**config.mk**
```make
export PLATFORM = sky130hd
export DESIGN_NAME = cntr8_cmd_gen_flat
export DESIGN_NICKNAME = d
export VERILOG_FILES = /design/src/rtl/cntr8_cmd_gen_if.sv /design/src/rtl/cntr8_cmd_gen.sv /design/src/flat_wrapper.sv
export SDC_FILE = /design/constraint.sdc
export NUM_CORES = 1
export LEC_CHECK = 0
export ABC_CLOCK_PERIOD_IN_PS = 11000
export CAP_MARGIN = 20
export CORE_MARGIN = 2
export CORE_UTILIZATION = 25
export DETAILED_ROUTE_END_ITERATION = 10
export MAX_ROUTING_LAYER = met4
export PLACE_DENSITY = 0.5
export SLEW_MARGIN = 20
export SYNTH_ARGS = -nofsm -noshare
export SYNTH_HDL_FRONTEND = slang
export SYNTH_SLANG_ARGS = --single-unit
```
**constraint.sdc**
```tcl
create_clock -name clk -period 11 [get_ports clk]
set_input_delay 2.2 -clock clk [delete_from_list [all_inputs] [get_ports clk]]
set_output_delay 2.2 -clock clk [all_outputs]
set_load 0.005 [all_outputs]
```
**src/rtl/cntr8_cmd_gen_if.sv**
```systemverilog
// cntr8_cmd_gen_if
//   Bundles the request handshake and the counter command/status signals of
//   cntr8_cmd_gen.
//   Handshake: a request transfers on a rising clk edge where
//   req_valid & req_ready are both 1. req_target is sampled only on that edge.
//   req_valid seen while req_ready=0 is ignored, not queued.
//   Signals:
//     req_valid   requester -> gen   request present
//     req_target  requester -> gen   requested counter value
//     req_ready   gen -> requester   1 only while idle
//     load        gen -> counter     load d_in this edge
//     inc         gen -> counter     1 = +1, 0 = -1 (when load=0)
//     d_in        gen -> counter     load data
//     cur_val     gen -> requester   mirror of the counter value
//     busy        gen -> requester   operation in progress
//     done        gen -> requester   1-cycle arrival pulse
//   Modports: master = requester side, slave = generator side.
interface cntr8_cmd_gen_if #(
  parameter int WIDTH = 8
) ();
  logic             req_valid;
  logic [WIDTH-1:0] req_target;
  logic             req_ready;
  logic             load;
  logic             inc;
  logic [WIDTH-1:0] d_in;
  logic [WIDTH-1:0] cur_val;
  logic             busy;
  logic             done;

  modport master (
    output req_valid, req_target,
    input  req_ready, load, inc, d_in, cur_val, busy, done
  );

  modport slave (
    input  req_valid, req_target,
    output req_ready, load, inc, d_in, cur_val, busy, done
  );
endinterface

```
**src/rtl/cntr8_cmd_gen.sv**
```systemverilog
// cntr8_cmd_gen
//   Drives the load/inc/d_in inputs of an up/down counter so that it reaches a
//   requested target. Short distances (<= LOAD_THRESH) are walked with single
//   inc/dec steps in the shorter direction (tie goes up); longer distances use
//   one direct load. A mirror of the counter value is kept to choose the
//   direction and to detect arrival. All outputs are Moore-decoded.
//   Ports:
//     clk          clock, rising edge
//     reset        synchronous, active-high; shared with the counter
//     bus          cntr8_cmd_gen_if.slave (request port + counter commands)
//     o_dbg_state  current FSM state encoding
module cntr8_cmd_gen #(
  parameter int WIDTH       = 8,
  parameter int LOAD_THRESH = 4
) (
  input  logic                 clk,
  input  logic                 reset,
  cntr8_cmd_gen_if.slave       bus,
  output logic [2:0]           o_dbg_state
);

  typedef enum logic [2:0] {
    IDLE    = 3'd0,
    STEP_UP = 3'd1,
    STEP_DN = 3'd2,
    JUMP    = 3'd3,
    DONE    = 3'd4
  } state_t;

  localparam logic [WIDTH-1:0] ONE    = {{(WIDTH-1){1'b0}}, 1'b1};
  localparam logic [WIDTH-1:0] ZERO   = '0;
  localparam logic [WIDTH-1:0] THRESH = LOAD_THRESH[WIDTH-1:0];

  state_t           r_state;
  logic [WIDTH-1:0] r_cur;
  logic [WIDTH-1:0] r_tgt;

  state_t           w_state_nxt;
  logic [WIDTH-1:0] w_cur_nxt;
  logic [WIDTH-1:0] w_tgt_nxt;

  logic [WIDTH-1:0] w_up;
  logic [WIDTH-1:0] w_dn;
  logic [WIDTH-1:0] w_d;
  logic [WIDTH-1:0] w_cur_inc;
  logic [WIDTH-1:0] w_cur_dec;

  logic             w_load;
  logic             w_inc;
  logic [WIDTH-1:0] w_d_in;
  logic             w_ready;
  logic             w_busy;
  logic             w_done;

  // Modulo-2^WIDTH distances from the mirror to the incoming target.
  assign w_up      = bus.req_target - r_cur;
  assign w_dn      = r_cur - bus.req_target;
  assign w_d       = (w_up <= w_dn) ? w_up : w_dn;
  assign w_cur_inc = r_cur + ONE;
  assign w_cur_dec = r_cur - ONE;

  always_ff @(posedge clk) begin
    if (reset) begin
      r_state <= IDLE;
      r_cur   <= '0;
      r_tgt   <= '0;
    end else begin
      r_state <= w_state_nxt;
      r_cur   <= w_cur_nxt;
      r_tgt   <= w_tgt_nxt;
    end
  end

  // Next state and mirror update. The mirror moves on the same edge as the
  // counter, so it equals the counter value after every edge.
  always_comb begin
    w_state_nxt = r_state;
    w_cur_nxt   = r_cur;
    w_tgt_nxt   = r_tgt;
    case (r_state)
      IDLE: begin
        if (bus.req_valid) begin
          w_tgt_nxt = bus.req_target;
          if (w_d == ZERO)       w_state_nxt = DONE;
          else if (w_d > THRESH) w_state_nxt = JUMP;
          else if (w_up <= w_dn) w_state_nxt = STEP_UP;
          else                   w_state_nxt = STEP_DN;
        end
      end
      STEP_UP: begin
        w_cur_nxt = w_cur_inc;
        if (w_cur_inc == r_tgt) w_state_nxt = DONE;
      end
      STEP_DN: begin
        w_cur_nxt = w_cur_dec;
        if (w_cur_dec == r_tgt) w_state_nxt = DONE;
      end
      JUMP: begin
        w_cur_nxt   = r_tgt;
        w_state_nxt = DONE;
      end
      DONE:    w_state_nxt = IDLE;
      default: w_state_nxt = IDLE;
    endcase
  end

  // Moore outputs. Idle-like states reload the current value so the counter
  // holds still.
  always_comb begin
    w_load  = 1'b1;
    w_inc   = 1'b0;
    w_d_in  = r_cur;
    w_ready = 1'b0;
    w_busy  = 1'b0;
    w_done  = 1'b0;
    case (r_state)
      IDLE:    w_ready = 1'b1;
      STEP_UP: begin
        w_load = 1'b0;
        w_inc  = 1'b1;
        w_busy = 1'b1;
      end
      STEP_DN: begin
        w_load = 1'b0;
        w_busy = 1'b1;
      end
      JUMP: begin
        w_d_in = r_tgt;
        w_busy = 1'b1;
      end
      DONE: begin
        w_busy = 1'b1;
        w_done = 1'b1;
      end
      default: ;
    endcase
  end

  assign bus.load      = w_load;
  assign bus.inc       = w_inc;
  assign bus.d_in      = w_d_in;
  assign bus.cur_val   = r_cur;
  assign bus.req_ready = w_ready;
  assign bus.busy      = w_busy;
  assign bus.done      = w_done;
  assign o_dbg_state   = r_state;

endmodule

```
**src/flat_wrapper.sv**
```systemverilog
// flat-port wrapper written by rule: the top's interface ports become plain ports
module cntr8_cmd_gen_flat 
#(
  parameter int WIDTH       = 8,
  parameter int LOAD_THRESH = 4
)
  (clk, reset, o_dbg_state, bus_req_valid, bus_req_target, bus_req_ready, bus_load, bus_inc, bus_d_in, bus_cur_val, bus_busy, bus_done);
  cntr8_cmd_gen_if #(.WIDTH(WIDTH)) bus_i ();
  input  logic clk;
  input  logic reset;
  output logic [2:0] o_dbg_state;
  input wire logic [$bits(bus_i.req_valid)-1:0] bus_req_valid;
  input wire logic [$bits(bus_i.req_target)-1:0] bus_req_target;
  output wire logic [$bits(bus_i.req_ready)-1:0] bus_req_ready;
  output wire logic [$bits(bus_i.load)-1:0] bus_load;
  output wire logic [$bits(bus_i.inc)-1:0] bus_inc;
  output wire logic [$bits(bus_i.d_in)-1:0] bus_d_in;
  output wire logic [$bits(bus_i.cur_val)-1:0] bus_cur_val;
  output wire logic [$bits(bus_i.busy)-1:0] bus_busy;
  output wire logic [$bits(bus_i.done)-1:0] bus_done;
  assign bus_i.req_valid = bus_req_valid;
  assign bus_i.req_target = bus_req_target;
  assign bus_req_ready = bus_i.req_ready;
  assign bus_load = bus_i.load;
  assign bus_inc = bus_i.inc;
  assign bus_d_in = bus_i.d_in;
  assign bus_cur_val = bus_i.cur_val;
  assign bus_busy = bus_i.busy;
  assign bus_done = bus_i.done;
  cntr8_cmd_gen #(.WIDTH(WIDTH), .LOAD_THRESH(LOAD_THRESH)) u_core (.clk(clk), .reset(reset), .bus(bus_i), .o_dbg_state(o_dbg_state));
endmodule
```
==> run summary <==
RSZ-0062 raised after global routing: no
Iteration-0 DRC Markers: 177
Slew Limit Fails: 0
critical path launch point type: input port
grt met3 use: 0.0201
GP Congestion: 0.878
Tot Pwr: 841 uW
worst clock skew: 0.00286 ns
Filler Cells Inserted: 1,105
commonest non-fill, non-tap cells in the layout: nand2_1, nor2_1, clkdlybuf4s50_1
PnR worst setup slack: 5.31 ns
Hold Crit Start: u_core.r_tgt[1]$_SDFFE_PP0P_
syn_nets: 404
Final HPWL DP: 6100 um
Clock Latency Late Sink: 0.26 ns
Ys Warns: 0
setup bufs post-CTS: 0
cells on worst reg2reg path: 14
cts repair resizes: 0
WHS Path Cells: 2
global routing's busiest layer: met2
Fmax achieved: 0.176 GHz
commonest non-fill, non-tap cell in the layout: nand2_1
Comb pwr share: 0.748
Clock power frac: 0.059
DP Area: 2920 um2
Crit path required time: 11.16 ns
Most used DFF post-synth: dfxtp_1
internal power: 408 uW
footprint of the multi-input gates: 1950 um2
period utilisation layout: 0.517
GRT met2 Usage: 0.217
Crit Path Category: input port to register
Worst Tran Pin Value: 0.762 ns
Die H: 104 um
Remaining DRCs: 0
register area share after synthesis: 0.151
r2r endpoint: u_core.o_dbg_state[2]$_SDFFE_PP0P_
Post-CTS Hold Buffers: 0
P_leak: 1.13 nW
Setup TNS: 0 ns
# IOs: 35
diode count: 0
Area Overhead vs Synth: 17.7%
Hold Vio Cnt, Final: 0
max-cap violations: 0
Port Buffer Count: 34
Initial Util: 0.258
worst reg2reg startpoint: u_core.bus.cur_val[5]$_SDFFE_PP0N_
Post-synth EDFFs: 0
Die X: 104 um
total global-route track usage: 0.146
Inserted Clock Buffers: 3
vias in the first global route: 2,418
Post-Route WL: 7930 um
Site Rows: 36
final net count: 420
share of flip-flops with an asynchronous set or reset: 0
first-pass detailed-route iteration total: 5
PD cells: 284 nW/um2
initial antenna violation count: 0
Core Util, Final: 0.303
CTS tree: built
Hold EP: u_core.r_tgt[1]$_SDFFE_PP0P_
clk slew on worst S/H paths: 0.07 ns
Unique masters post-synth: 56
Max-slew headroom: 0.490
met1 GRT Util: 0.216
Syn Inst Count: 369
Clk Tree Root Cell: clkbuf_8
vias per inst: 5.10
syn_area_per_cell: 6.83 um2
crit-path max FO: 16
DRT antenna net count: 0
cell count after placement: 513
Via Count: 2,636
post-layout minimum cycle time: 5.69 ns
CTS H-tree depth: 1
sequential power share: 0.192
nature of the critical path endpoint: register
clock sink count: 19
wire length per cell: 15.3 um
mapped cell area: 2520 um2
Placeable Area: 9770 um2
pin count of the biggest net entering global routing: 20
r2r setup slk: 6.79 ns
Final Cell Area: 2970 um2
synthesis-stage register bit count: 19
area occupied by registers: 380 um2
first-pass GRT wire length: 12,800 um
die area: 10,900 um2
status: completed
CP arrival: 5.85 ns
Post-Place Worst Slack: 5.05 ns
peak supply drop: 0.0858 mV
layout cells sized above 1: 0.0313
CTS Buffer Depth: 2
Hold WS: 0.526 ns
Final Non-Filler Cells: 517
Sw Ratio: 0.515
switching power: 433 uW
Hold Crit Class: register to register
final setup vio count: 0
total grt overflow: 0
-- registers in the layout (all words and copies together) (netlist names) --
register            count
u_core.bus.cur_val      8
u_core.o_dbg_state      3
u_core.r_tgt            8
-- cell type report --
class / count / area share
Clock buffer: 4 / 0.0152
Inverter: 22 / 0.0278
Multi-Input combinational cell: 305 / 0.658
Sequential cell: 19 / 0.128
Tap cell: 133 / 0.0561
Timing Repair Buffer: 34 / 0.115
-- layer usage --
metal	routed length, um	vias up
met5	0	-
met4	43	0
met2	3370	108
met3	487	4
met1	4030	1206
li1	-	1318
-- power groups by stage --
stage	clock network, mW	registers, mW	logic (mW)
6_report	0.0500	0.162	0.629
5_1_grt	0.0549	0.170	0.702
4_1_cts	0.0518	0.161	0.628
3_5_place_dp	0	0.163	0.623
3_3_place_gp	0	0.163	0.623
2_1_floorplan	0	0.113	0.480
-- cells in the mapped netlist, types with 5 or more instances --
library cell,count,area (um2)
a211oi_1,8,60.1
a21oi_1,28,140
clkbuf_1,16,60.1
dfxtp_1,19,380
ha_1,22,275
inv_1,19,71.3
mux2i_1,6,60.1
nand2_1,49,184
nand3_1,5,25.0
nor2_1,46,173
nor2b_1,7,43.8
nor3_1,15,75.1
o21ai_0,23,115
xnor2_1,22,193
xor2_1,8,70.1
-- worst max-delay path by stage --
stage	from	end	slack [ns]	cells past startpoint
after floorplan	bus_req_target[2]	u_core.o_dbg_state[0]$_SDFFE_PP0P_	5.95	14
after global placement	bus_req_target[5]	u_core.o_dbg_state[1]$_SDFFE_PP0P_	5.14	14
after detailed placement	bus_req_target[5]	u_core.o_dbg_state[2]$_SDFFE_PP0P_	5.05	14
after CTS	bus_req_target[5]	u_core.o_dbg_state[1]$_SDFFE_PP0P_	5.32	14
after global routing	bus_req_target[5]	u_core.o_dbg_state[0]$_SDFFE_PP0P_	5.07	14
final	bus_req_target[5]	u_core.o_dbg_state[2]$_SDFFE_PP0P_	5.31	14
-- critical path: stages --
cell and delay (ns):
clkdlybuf4s50_1 0.45, ha_1 0.49, nand4_1 0.23, a21oi_1 0.09, or4_4 0.51, and2_1 0.18, ha_1 0.31, nand4_1 0.16
a211oi_1 0.31, o22a_1 0.25, a2111oi_2 0.07, a22oi_1 0.29, o21ai_1 0.10, and4_1 0.21
-- logic make-up (layout without fill, tap and decap cells) --
group | Yosys count | after routing | synth area share
and+or+nand+nor | 151 | 151 | 0.280
AOI/OAI and AO/OA | 93 | 93 | 0.237
buffers and inverters | 45 | 60 | 0.0745
xor gates and xnor gates | 30 | 30 | 0.104
adders and majority gates | 24 | 24 | 0.125
DFF | 19 | 19 | 0.151
muxes | 7 | 7 | 0.0283
No activity file was read; power rests on OpenSTA's default activity.
